==> src/rtl/move_select_if.sv <==
// move_select_if: groups the signals between move_select and its surroundings.
//   Buttons (raw, asynchronous, active-high): btn_left, btn_right, btn_up, btn_down, btn_place
//   Board inputs: X, O (9-bit, bit i = cell i, row-major, bit 0 top-left), game_over
//   Outputs: C (one-hot cell to write), writeEn (write strobe), cursor (one-hot),
//            reject (one-cycle pulse on a refused placement)
// The master modport is the stimulus/board side. The slave modport is move_select.
interface move_select_if;
  logic       btn_left;
  logic       btn_right;
  logic       btn_up;
  logic       btn_down;
  logic       btn_place;
  logic [8:0] X;
  logic [8:0] O;
  logic       game_over;
  logic [8:0] C;
  logic       writeEn;
  logic [8:0] cursor;
  logic       reject;

  modport master (
    output btn_left, btn_right, btn_up, btn_down, btn_place, X, O, game_over,
    input  C, writeEn, cursor, reject
  );

  modport slave (
    input  btn_left, btn_right, btn_up, btn_down, btn_place, X, O, game_over,
    output C, writeEn, cursor, reject
  );
endinterface

==> src/rtl/move_select.sv <==
// move_select: push-button front end for the tic-tac-toe game state register.
// Each raw button is synchronized, debounced and edge-detected. The direction presses move a
// cursor around the 3x3 board with wrap-around. A place press on an empty cell, while the game is
// still running, drives a one-hot C and holds writeEn high for WE_CYCLES cycles. writeEn then
// stays low for at least WE_CYCLES cycles. The block re-arms only after place is released, so a
// long press commits exactly one move. A place press on an occupied cell, or after game end,
// pulses reject instead.
//
// Ports:
//   clk    system clock
//   reset  asynchronous, active-low reset
//   bus    move_select_if.slave (buttons, X/O boards, game_over, C, writeEn, cursor, reject)
//
// Optional feature: define MOVE_SELECT_AUTO_ADVANCE_EN to move the cursor to the next empty
// cell after each committed move.
module move_select #(
  parameter int unsigned DEBOUNCE_CYCLES = 250000,
  parameter int unsigned WE_CYCLES       = 4
) (
  input  logic          clk,
  input  logic          reset,
  move_select_if.slave  bus
);

  localparam int NumBtn   = 5;
  localparam int BtnLeft  = 0;
  localparam int BtnRight = 1;
  localparam int BtnUp    = 2;
  localparam int BtnDown  = 3;
  localparam int BtnPlace = 4;

  localparam int unsigned CntW = (DEBOUNCE_CYCLES > 1) ? $clog2(DEBOUNCE_CYCLES) : 1;
  localparam int unsigned TmrW = (WE_CYCLES > 1) ? $clog2(WE_CYCLES) : 1;
  localparam logic [CntW-1:0] CntMax  = CntW'(DEBOUNCE_CYCLES - 1);
  localparam logic [TmrW-1:0] TmrLoad = TmrW'(WE_CYCLES - 1);

  typedef enum logic [1:0] {
    StIdle,
    StWrite,
    StGap,
    StHold
  } state_e;

  // ---------------------------------------------------------------------------------------------
  // Input conditioning
  // ---------------------------------------------------------------------------------------------
  logic [NumBtn-1:0] btn_raw;
  logic [NumBtn-1:0] sync1_q;
  logic [NumBtn-1:0] sync2_q;
  logic [NumBtn-1:0] db_q;
  logic [NumBtn-1:0] db_prev_q;
  logic [CntW-1:0]   cnt_q [NumBtn];
  logic [NumBtn-1:0] press;

  assign btn_raw = {bus.btn_place, bus.btn_down, bus.btn_up, bus.btn_right, bus.btn_left};

  always_ff @(posedge clk or negedge reset) begin
    if (!reset) begin
      sync1_q   <= '0;
      sync2_q   <= '0;
      db_q      <= '0;
      db_prev_q <= '0;
      for (int i = 0; i < NumBtn; i++) begin
        cnt_q[i] <= '0;
      end
    end else begin
      sync1_q   <= btn_raw;
      sync2_q   <= sync1_q;
      db_prev_q <= db_q;
      for (int i = 0; i < NumBtn; i++) begin
        // The counter only advances while the synchronized level disagrees with the debounced
        // level. Any agreement restarts the stability window.
        if (sync2_q[i] != db_q[i]) begin
          if (cnt_q[i] == CntMax) begin
            db_q[i]  <= ~db_q[i];
            cnt_q[i] <= '0;
          end else begin
            cnt_q[i] <= cnt_q[i] + 1'b1;
          end
        end else begin
          cnt_q[i] <= '0;
        end
      end
    end
  end

  // One-cycle press on the rising edge of each debounced level.
  assign press = db_q & ~db_prev_q;

  // ---------------------------------------------------------------------------------------------
  // Helpers
  // ---------------------------------------------------------------------------------------------
  function automatic logic [8:0] onehot(input logic [3:0] idx);
    return 9'b1 << idx;
  endfunction

  // Apply the highest-priority direction press. Place is handled by the FSM before this.
  function automatic logic [3:0] step(input logic [3:0] idx, input logic [NumBtn-1:0] p);
    logic [3:0] col;
    col = idx % 4'd3;
    if (p[BtnLeft]) begin
      return (col == 4'd0) ? idx + 4'd2 : idx - 4'd1;
    end else if (p[BtnRight]) begin
      return (col == 4'd2) ? idx - 4'd2 : idx + 4'd1;
    end else if (p[BtnUp]) begin
      return (idx < 4'd3) ? idx + 4'd6 : idx - 4'd3;
    end else if (p[BtnDown]) begin
      return (idx > 4'd5) ? idx - 4'd6 : idx + 4'd3;
    end
    return idx;
  endfunction

`ifdef MOVE_SELECT_AUTO_ADVANCE_EN
  // Lowest-index empty cell strictly after idx, wrapping 8 -> 0. Returns idx if the board is full.
  function automatic logic [3:0] next_empty(input logic [3:0] idx, input logic [8:0] occ);
    logic [3:0] res;
    logic       found;
    logic [4:0] s;
    res   = idx;
    found = 1'b0;
    for (int k = 1; k < 9; k++) begin
      s = {1'b0, idx} + 5'(k);
      if (s > 5'd8) begin
        s = s - 5'd9;
      end
      if (!found && !occ[s[3:0]]) begin
        res   = s[3:0];
        found = 1'b1;
      end
    end
    return res;
  endfunction
`endif

  // ---------------------------------------------------------------------------------------------
  // Move sequencing FSM
  // ---------------------------------------------------------------------------------------------
  state_e          state_q;
  logic [3:0]      cursor_q;
  logic [8:0]      c_q;
  logic            we_q;
  logic            reject_q;
  logic [TmrW-1:0] tmr_q;
  logic [8:0]      occ;

  assign occ = bus.X | bus.O;

  always_ff @(posedge clk or negedge reset) begin
    if (!reset) begin
      state_q  <= StIdle;
      cursor_q <= 4'd4;
      c_q      <= '0;
      we_q     <= 1'b0;
      reject_q <= 1'b0;
      tmr_q    <= '0;
    end else begin
      reject_q <= 1'b0;
      unique case (state_q)
        StIdle: begin
          // Place wins over every direction. Any other press in the same cycle is dropped.
          if (press[BtnPlace]) begin
            if (bus.game_over || occ[cursor_q]) begin
              reject_q <= 1'b1;
            end else begin
              c_q     <= onehot(cursor_q);
              we_q    <= 1'b1;
              tmr_q   <= TmrLoad;
              state_q <= StWrite;
            end
          end else begin
            cursor_q <= step(cursor_q, press);
          end
        end
        StWrite: begin
          if (tmr_q == '0) begin
            we_q    <= 1'b0;
            tmr_q   <= TmrLoad;
            state_q <= StGap;
          end else begin
            tmr_q <= tmr_q - 1'b1;
          end
        end
        StGap: begin
          // Guarantees the state register sees writeEn low before any later move.
          if (tmr_q == '0) begin
            state_q <= StHold;
          end else begin
            tmr_q <= tmr_q - 1'b1;
          end
        end
        StHold: begin
          if (!db_q[BtnPlace]) begin
            c_q     <= '0;
            state_q <= StIdle;
`ifdef MOVE_SELECT_AUTO_ADVANCE_EN
            cursor_q <= next_empty(cursor_q, occ);
`endif
          end
        end
        default: begin
          state_q <= StIdle;
        end
      endcase
    end
  end

  assign bus.C       = c_q;
  assign bus.writeEn = we_q;
  assign bus.reject  = reject_q;
  assign bus.cursor  = onehot(cursor_q);

endmodule

==> src/flat_wrapper.sv <==
// flat-port wrapper written by rule: the top's interface ports become plain ports
module move_select_flat 
#(
  parameter int unsigned DEBOUNCE_CYCLES = 250000,
  parameter int unsigned WE_CYCLES       = 4
)
  (clk, reset, bus_btn_left, bus_btn_right, bus_btn_up, bus_btn_down, bus_btn_place, bus_X, bus_O, bus_game_over, bus_C, bus_writeEn, bus_cursor, bus_reject);
  move_select_if bus_i ();
  input  logic clk;
  input  logic reset;
  input wire logic [$bits(bus_i.btn_left)-1:0] bus_btn_left;
  input wire logic [$bits(bus_i.btn_right)-1:0] bus_btn_right;
  input wire logic [$bits(bus_i.btn_up)-1:0] bus_btn_up;
  input wire logic [$bits(bus_i.btn_down)-1:0] bus_btn_down;
  input wire logic [$bits(bus_i.btn_place)-1:0] bus_btn_place;
  input wire logic [$bits(bus_i.X)-1:0] bus_X;
  input wire logic [$bits(bus_i.O)-1:0] bus_O;
  input wire logic [$bits(bus_i.game_over)-1:0] bus_game_over;
  output wire logic [$bits(bus_i.C)-1:0] bus_C;
  output wire logic [$bits(bus_i.writeEn)-1:0] bus_writeEn;
  output wire logic [$bits(bus_i.cursor)-1:0] bus_cursor;
  output wire logic [$bits(bus_i.reject)-1:0] bus_reject;
  assign bus_i.btn_left = bus_btn_left;
  assign bus_i.btn_right = bus_btn_right;
  assign bus_i.btn_up = bus_btn_up;
  assign bus_i.btn_down = bus_btn_down;
  assign bus_i.btn_place = bus_btn_place;
  assign bus_i.X = bus_X;
  assign bus_i.O = bus_O;
  assign bus_i.game_over = bus_game_over;
  assign bus_C = bus_i.C;
  assign bus_writeEn = bus_i.writeEn;
  assign bus_cursor = bus_i.cursor;
  assign bus_reject = bus_i.reject;
  move_select #(.DEBOUNCE_CYCLES(DEBOUNCE_CYCLES), .WE_CYCLES(WE_CYCLES)) u_core (.clk(clk), .reset(reset), .bus(bus_i));
endmodule
==> config.mk <==
export PLATFORM = sky130hd
export DESIGN_NAME = move_select_flat
export DESIGN_NICKNAME = d
export VERILOG_FILES = /design/src/rtl/move_select_if.sv /design/src/rtl/move_select.sv /design/src/flat_wrapper.sv
export SDC_FILE = /design/constraint.sdc
export NUM_CORES = 1
export LEC_CHECK = 0
export CAP_MARGIN = 20
export CORE_AREA = 3 3 124 102
export CTS_CLUSTER_DIAMETER = 50
export DETAILED_ROUTE_END_ITERATION = 7
export DIE_AREA = 0 0 127 105
export GPL_ROUTABILITY_DRIVEN = 0
export GPL_TIMING_DRIVEN = 0
export PLACE_DENSITY = 0.76
export SLEW_MARGIN = 10
export SYNTH_ARGS = -nofsm -noshare
export SYNTH_HDL_FRONTEND = slang
export SYNTH_SLANG_ARGS = --single-unit
==> constraint.sdc <==
create_clock -name clk -period 4.4 [get_ports clk]
set_input_delay 0.44 -clock clk [delete_from_list [all_inputs] [get_ports clk]]
set_output_delay 0.44 -clock clk [all_outputs]
set_load 0.005 [all_outputs]
**After elaboration in Yosys (flattened, before gate mapping)**

Index checks and enable logic that the tools add are counted.

- Input port bits: 26
- Flip-flop bits (word level): 129
- Output and inout bits: 20

- $add $sub $neg: 14
- Shift-type cells: 1
- Reductions and logical operators: 17
- Order comparisons: 3
- Muxes and demuxes: 48
- Bitwise gates (word level): 9
- Equal/unequal tests: 20
- Divide/modulo/power cells: 1

Operators with widths:

| cell | number |
|---|---|
| 18-bit two-way mux | 10 |
| 18-bit by 1-bit adder with 18-bit output, second input constant | 5 |
| 18-bit equality test, second input constant | 5 |
| 4-bit two-way mux | 8 |
| 9-bit two-way mux | 3 |
| 2-bit two-way mux | 9 |
| 9-bit case mux with 2 select lines | 1 |
| 1-bit two-way mux | 13 |
| 4-bit AND reduction | 3 |
| 2-bit AND reduction | 5 |
| 9-bit OR | 1 |
| 1-bit by 4-bit << shifter with 9-bit output, first input constant | 1 |
| 4-bit by 2-bit adder with 4-bit output, second input constant | 2 |
| 2-bit case mux with 4 select lines | 1 |
| 4-bit by 2-bit subtractor with 4-bit output, second input constant | 2 |
| 2-bit by 1-bit != test with 1-bit output, second input constant | 3 |
| 2-bit != test, second input constant | 3 |
| 1-bit inverter | 6 |
| 2-bit case mux with 3 select lines | 1 |
| 5-bit bitwise AND | 1 |
| 4-bit by 5-bit less-than comparator with 1-bit output, second input constant | 1 |
| 1-bit != test | 5 |
| 5-bit inverter | 1 |
| 5-bit AND reduction | 1 |
| other kinds (19) | 22 |

**Longest topological paths before layout**

Gate-level depths: netlist (run 1).

- Depth in word-level cells: 9
- Depth in mapped cells: 15
- Depth with buffers taken out: 15

**Least setup slack after synthesis (run 1)**

OpenSTA, ideal clock, no wires.

- Path type: register to register
- Start: register u_core.cursor_q[1]
- End: register u_core.cursor_q[3]
- Slack: 884 ps
- Path buffers: 0
- Required time: 4273 ps
- Data arrival time: 3389 ps
- Stages on the path, launching flop included: 16
- Clock period less this slack: 3516 ps
- Setup time: 127 ps
- Path through: dfrtp_1 -> inv_1 -> ha_1 -> o21ai_0 -> nand2_1 -> ha_1 -> nor2b_1 -> a221oi_1 -> ha_1 -> nand2_1 -> o41ai_1 -> a221oi_2 -> a21boi_2 -> mux2i_1 -> a31oi_1 -> nor3b_2

- Longest elaborated chain between the ends: 6
- Elaborated cells on any way between the ends: 21
- Those cells by class: add/sub (8); div (1); order compare (2); eq/ne (1); mux (8); reduce/logical (1)

Ends and longest elaborated chain:

| item | line | text |
|---|---|---|
| start: declaration | move_select.sv:139 | `logic [3:0] cursor_q;` |
| start signal: assignment | move_select.sv:171 | `cursor_q <= step(cursor_q, press);` |
| parallel branches: the longest is 5 deep, another holds 4-bit by 2-bit remainder unit with 4-bit output | -- |  |
| 4-bit two-way mux (*) | move_select.sv:101 | `if (p[BtnLeft]) begin` |

Every way passes the cells marked *. The select of a mux whose other input is x is not followed.
A chain may end at the register's enable or synchronous reset.

**Worst setup path after layout (run 1)**

Same ends and word-level chain as after synthesis.

==> results of run 1 <==
[state kept, by name (all words and copies together) (netlist names)]
signal              cells
u_core.sync1_q          5
u_core.state_q          2
u_core.db_q             5
u_core.bus.writeEn      1
u_core.cursor_q         4
u_core.bus.C            9
u_core.cnt_q           90
u_core.sync2_q          5
u_core.db_prev_q        5
u_core.tmr_q            2
u_core.bus.reject       1
[metrics by stage]
step / hold slack, ps / total power, mW
2_1_floorplan: 144 / 1.27
3_3_place_gp: 336 / 1.32
3_5_place_dp: 335 / 1.33
4_1_cts: 20.0 / 2.73
5_1_grt: 31.4 / 2.80
6_report: -7.42 / 2.71
[final cells by class]
type / count / area, um^2
fill: 853 / 3500
multi-input combinational: 532 / 3310
sequential: 129 / 3230
timing repair buffer: 46 / 479
clock buffer: 21 / 470
tap: 148 / 185
clock inverter: 10 / 128
inverter: 23 / 86.3
buffer: 16 / 82.6
[Yosys cell counts, types with 3 or more instances]
cell,n
mux2_2,6
mux2i_1,4
a21oi_1,20
nor4_1,6
nor4b_1,6
xnor2_1,39
nor2b_1,11
inv_1,23
or2_2,3
nand4_1,6
and4_1,3
a21o_1,5
nor2_1,132
nand3b_1,5
a31oi_1,5
xor2_1,41
nor3_1,15
nand2b_1,8
clkbuf_1,10
nand2_1,57
ha_1,28
and2_1,6
and3_1,20
o21ai_0,22
or3_1,12
dfrtp_1,128
nand3_1,45
[power by group through the flow]
stage               Combinational (mW)  Clock [mW]  Sequential [mW]
global route                     0.105        1.48             1.21
global placement                0.0878           0             1.23
CTS                             0.0951        1.42             1.21
finish                          0.0923        1.40             1.21
floorplan                       0.0352           0             1.23
detailed placement              0.0937           0             1.23
[kinds of logic (layout without fill, tap and decap cells)]
| family | count (synthesis) | in the layout | synth area share, % |
|---|---|---|---|
| flip-flops | 129 | 129 | 48.2 |
| AO/OA/AOI/OAI | 71 | 71 | 7.02 |
| buffers and inverters | 39 | 116 | 2.52 |
| XOR/XNOR | 80 | 80 | 10.4 |
| AND/OR/NAND/NOR | 341 | 341 | 24.5 |
| multiplexers | 12 | 12 | 2.11 |
| adder cells (fa/ha/maj) | 28 | 28 | 5.22 |
[path summary, 6_finish.rpt]
path                                         start                  to  slack, ps
worst max-delay path            u_core.cursor_q[1]  u_core.cursor_q[3]        350
worst min-delay path                         reset    u_core.cnt_q[64]         -7
worst max register to register  u_core.cursor_q[1]  u_core.cursor_q[3]        350
worst min register to register   u_core.sync1_q[3]   u_core.sync2_q[3]        350
max in group asynchronous                    reset    u_core.cnt_q[41]       3670
min in group clk                 u_core.sync1_q[3]   u_core.sync2_q[3]        350
[routing by layer]
metal | wire length, um | vias up
met4 | 112 | 0
met2 | 6440 | 148
met5 | 0 | -
met3 | 718 | 19
li1 | - | 2501
met1 | 6220 | 2464
[critical path: cells and delay by family, from the launching register on]
kind / cells / cell delay [ps]
AOI/OAI and AO/OA: 5 / 1170
muxes: 1 / 270
buffers and inverters: 1 / 260
and+or+nand+nor: 4 / 860
DFF: 1 / 520
adders and majority gates: 3 / 850
==> flow_summary.toml, run 1 <==
[drt]
antenna_left = 0
vias = 5132
drtIter0Drc = 405
route.detailed.drc = 1
routedWlPerCell_um = 14.6
first_pass_iters = 8
finalWirelength_um = 13500
viasPerCell = 5.55

[pwr]
combPwrFrac_pct = 3.4
switchingPower_uw = 580
p_clk_share_pct = 51.7
vdd_drop_max_mv = 0.375
pwr-share-seq_pct = 44.8
switching_share_pct = 21.4
p_int_mw = 2.13
power_density_nw_per_um2 = 339
leakage_nw = 3.55

[critical_path]
critPathLaunchType = "register"
crit_path_end_kind = "register"
slowest_stage = "dfrtp_2"
worst_ep_required_time_ps = 4690
reg2regPathDepth = 14
worst-path-max-fanout = 13
cpPeakStageDelay_ps = 520
critPathKind = "register to register"
cp_cell_sequence = "inv_1 -> ha_1 -> o21ai_0 -> nand2_1 -> ha_1 -> nor2b_1 -> a221oi_2 -> ha_1 -> or3_1 -> a221oi_2 -> a21boi_2 -> mux2i_1 -> a31oi_1 -> nor3b_2"
crit_path_frequent_cell = "ha_1"
arrival_ps = 4340

[global_routing]
grt_pass1_vias = 5126
grt_use_total_pct = 21.5
grtUsageMet1_pct = 28.6
grt_max_degree = 71
use_met3_pct = 5.98
busiest_layer = "met2"
overflow = 0
grt_use_met2_pct = 35.2
grt_pass1_wl_um = 23700
antenna_found_initial = 0

[finish]
final_area_um2 = 7980
final_cell_mix = "nor2_1 (132), dfrtp_1 (127), nand2_1 (57)"
antenna_cells = 0
final_util_pct = 69.5
stdcell_count = 925
nets = 819
drive_gt1_share_pct = 7.34
layout_commonest_cell = "nor2_1"
syn2layout_area_growth_pct = 18.9

[synthesis]
synth-seq-area-share_pct = 48.2
synthCells = 700
synth.distinct_cells = 55
ys_top_cells_by_area = "dfrtp_1 (48%), nor2_1 (7.4%), xor2_1 (5.4%)"
ys_dominant_reg_cell = "dfrtp_1"
synth_edf_count = 0
synth_nets = 754
synth_warnings = 0
postSynth.asyncResetShare_pct = 100
synth.avg_cell_area_um2 = 9.58
synth_top_area_share_pct = 47.8
synth_area_um2 = 6710
ys_ff_latch = 129
synth_largest_area_cell = "dfrtp_1"

[outcome]
status = "finished with violations"
violations = "DRC, hold timing"

[sta]
setup_viol = 0
drv_slew = 0
hold_ws_ps = -7.42
max-slew-margin-rel_pct = 55.8
max_freq_mhz = 247
final.setup_skew_ps = 6.32
tightest_slew_ps = 660
setup_ws_ps = 352
rsz0062_at_grt = "no"
finalHoldViolCount = 9
tns_ps = 0
post-route-period-util_pct = 92.0
post-route-min-period_ps = 4050

[cts]
hold_buffers = 0
cts_setup_buffers = 0
cts_buffers = 17
insertion_delay_ps = 410
clock_sink_count = 129
root_buffer = "clkbuf_16"
htree_levels = 4
cts_tree = "yes"
cts_buffer_depth = 2
cts_resized = 0
cts.clk_slew.worst_paths_ps = 60

[worst_hold_path]
hp-class = "primary input to asynchronous set/reset pin"

[floorplanning]
die_h_um = 105
num_io_pins = 46
initial_utilization_pct = 58.5
rows = 35
die-area_um2 = 13300
core_area_um2 = 11500
dieWidth_um = 127

[placement]
dpl.cell_count = 894
post-dp-hpwl_um = 9390
placed_cell_area_um2 = 7370
numPortBuffers = 45
pre_cts_ws_ps = 212

[flow_run]
cap_viol_max_count = 0
Power figures use the tool's default switching activity.
==> run 2, diff against run 1 <==
Settings changed: CORE_AREA 3 3 124 102 to 3 3 129 106, DIE_AREA 0 0 127 105 to 0 0 132 109, PLACE_DENSITY 0.76 to 0.74.
Clock period 4.4 ns to 3.6 ns, I/O delays scaled along.
==> flow_summary.toml, run 2 (synthesis gave the netlist of run 1 again) <==
[outcome]
status = "completed"

[critical_path]
crit_path_end_kind = "register"
r2r-start = "u_core.cursor_q[0]"
critPathLaunchType = "register"
arrival_ps = 3670
worst_ep_required_time_ps = 3900
cpPeakStageDelay_ps = 450
critPathKind = "register to register"
reg2regPathDepth = 14
crit_path_frequent_cell = "a221oi_2"
slowest_stage = "dfrtp_1"
cp_cell_sequence = "buf_6 -> buf_4 -> inv_1 -> ha_1 -> nand3b_1 -> a221oi_2 -> ha_2 -> nand2_1 -> o41ai_1 -> a221oi_2 -> a21boi_4 -> mux2i_1 -> a31oi_1 -> nor3b_2"
rrSetupSlack_ps = 230
r2r-end = "u_core.cursor_q[3]"
worst-path-max-fanout = 10

[finish]
syn2layout_area_growth_pct = 20.8
layout_commonest_cell = "nor2_1"
final_area_um2 = 8100
antenna_cells = 0
largest_reg_flops = 90
drive_gt1_share_pct = 9.07
final_cell_mix = "nor2_1 (132), dfrtp_1 (127), nand2_1 (57)"
regMostFlops = "u_core.cnt_q"
nets = 827

[drt]
first_pass_iters = 5
antenna_left = 0
finalWirelength_um = 13500
vias = 5130
viasPerCell = 5.38
route.detailed.drc = 0
drtIter0Drc = 300
routedWlPerCell_um = 14.2

[floorplanning]
rows = 36
dieWidth_um = 132
initial_utilization_pct = 54.5
die-area_um2 = 14400
core_area_um2 = 12300
die_h_um = 109
num_io_pins = 46

[worst_hold_path]
whs_path_depth = 0
min_from = "u_core.sync1_q[0]"
hp-class = "register to register"
holdPathEnd = "u_core.sync2_q[0]"

[pwr]
vdd_drop_max_mv = 0.412
p_total_mw = 3.35
leakage_nw = 3.61
power_density_nw_per_um2 = 413

[cts]
cts.clk_slew.worst_paths_ps = 50
cts_buffer_depth = 2
cts_buffers = 17
htree_levels = 4
cts_tree = "yes"
clock_sink_count = 129
insertion_delay_ps = 420
root_buffer = "clkbuf_16"

[sta]
setup_viol = 0
post-route-min-period_ps = 3370
max-slew-margin-rel_pct = 56.5
setup_ws_ps = 227
tightest_slew_ps = 649
final.setup_skew_ps = 6.49
drv_slew = 0
hold_ws_ps = 347
max_freq_mhz = 296
finalHoldViolCount = 0
post-route-period-util_pct = 93.7

[global_routing]
overflow = 0
grt_pass1_vias = 5301
grt_pass1_wl_um = 24000
grt_max_degree = 75
grt_use_total_pct = 20.3
antenna_found_initial = 0

[placement]
placed_cell_area_um2 = 7400
pre_cts_ws_ps = -594
post-dp-hpwl_um = 9390
numPortBuffers = 45

[flow_run]
cap_viol_max_count = 0
[run 2: cell types whose count changed in the layout (fill, tap and decap cells not counted), moves of 3 or more]
cell / before / now
clkbuf_8: 3 / 0
ha_1: 28 / 25
clkinv_2: 0 / 4
ha_2: 0 / 3
buf_4: 2 / 9
[run 2: worst max-delay path: cells and delay by family, from the launching register on]
family	cells	cell delay, ps
AO/OA/AOI/OAI	5	1040
adder cells (fa/ha/maj)	2	590
buffers and inverters	3	490
flip-flops	1	450
multiplexers	1	250
AND/OR/NAND/NOR	3	420
[run 2: power by group]
| group | total, mW | switching [mW] | internal [mW] |
|---|---|---|---|
| Combinational | 0.112 | 0.0638 | 0.0486 |
| Sequential | 1.48 | 0.0127 | 1.47 |
| Clock | 1.75 | 0.610 | 1.14 |
| Total | 3.35 | 0.687 | 2.66 |
[run 2: final cells by class]
| cell class | instances | area [um^2] |
|---|---|---|
| Buffer | 16 | 85.1 |
| Clock buffer | 18 | 429 |
| Clock inverter | 11 | 165 |
| Fill cell | 980 | 4190 |
| Inverter | 23 | 90.1 |
| Multi-Input combinational cell | 532 | 3350 |
| Sequential cell | 129 | 3230 |
| Tap cell | 171 | 214 |
| Timing Repair Buffer | 54 | 542 |
[run 2: per-layer routing]
| layer | track usage, % | up-vias | wire (um) | part of all wire (%) |
|---|---|---|---|---|
| li1 | - | 2512 | - | - |
| met1 | 26.3 | 2470 | 6450 | 48 |
| met2 | 33.0 | 121 | 6160 | 46 |
| met3 | 5.03 | 27 | 637 | 4.7 |
| met4 | 8.77 | 0 | 278 | 2.1 |
| met5 | 0 | - | 0 | 0 |
[run 2: stage by stage]
step                util, %  instances  setup TNS [ps]
floorplan                 -        700               0
global placement       59.9        916         -348270
detailed placement     60.2        917           -1930
CTS                    65.5        950               0
global route           65.9        954           -3.49
finish                 65.9        954               0
[run 2: worst max-delay path by stage]
stage,startpoint,to,slack (ps),cells past startpoint
final,u_core.cursor_q[0],u_core.cursor_q[3],230,14
after global routing,u_core.cursor_q[3],u_core.cursor_q[3],-3,14
after CTS,u_core.cursor_q[2],u_core.cursor_q[3],9,13
after detailed placement,u_core.cursor_q[1],u_core.cursor_q[3],-590,15
after global placement,reset,u_core.cnt_q[64],-2710,1
after floorplan,u_core.cursor_q[1],u_core.cursor_q[3],80,15
[run 2: timing repair]
action / 4_1_cts / 5_1_grt
buffers inserted: 3 / 4
endpoints found under the setup margin: 4 / 4
hold endpoints to repair: 55 / 0
resized for setup: 7 / 9
pin swaps: 0 / 2
hold buffers: 1 / 0
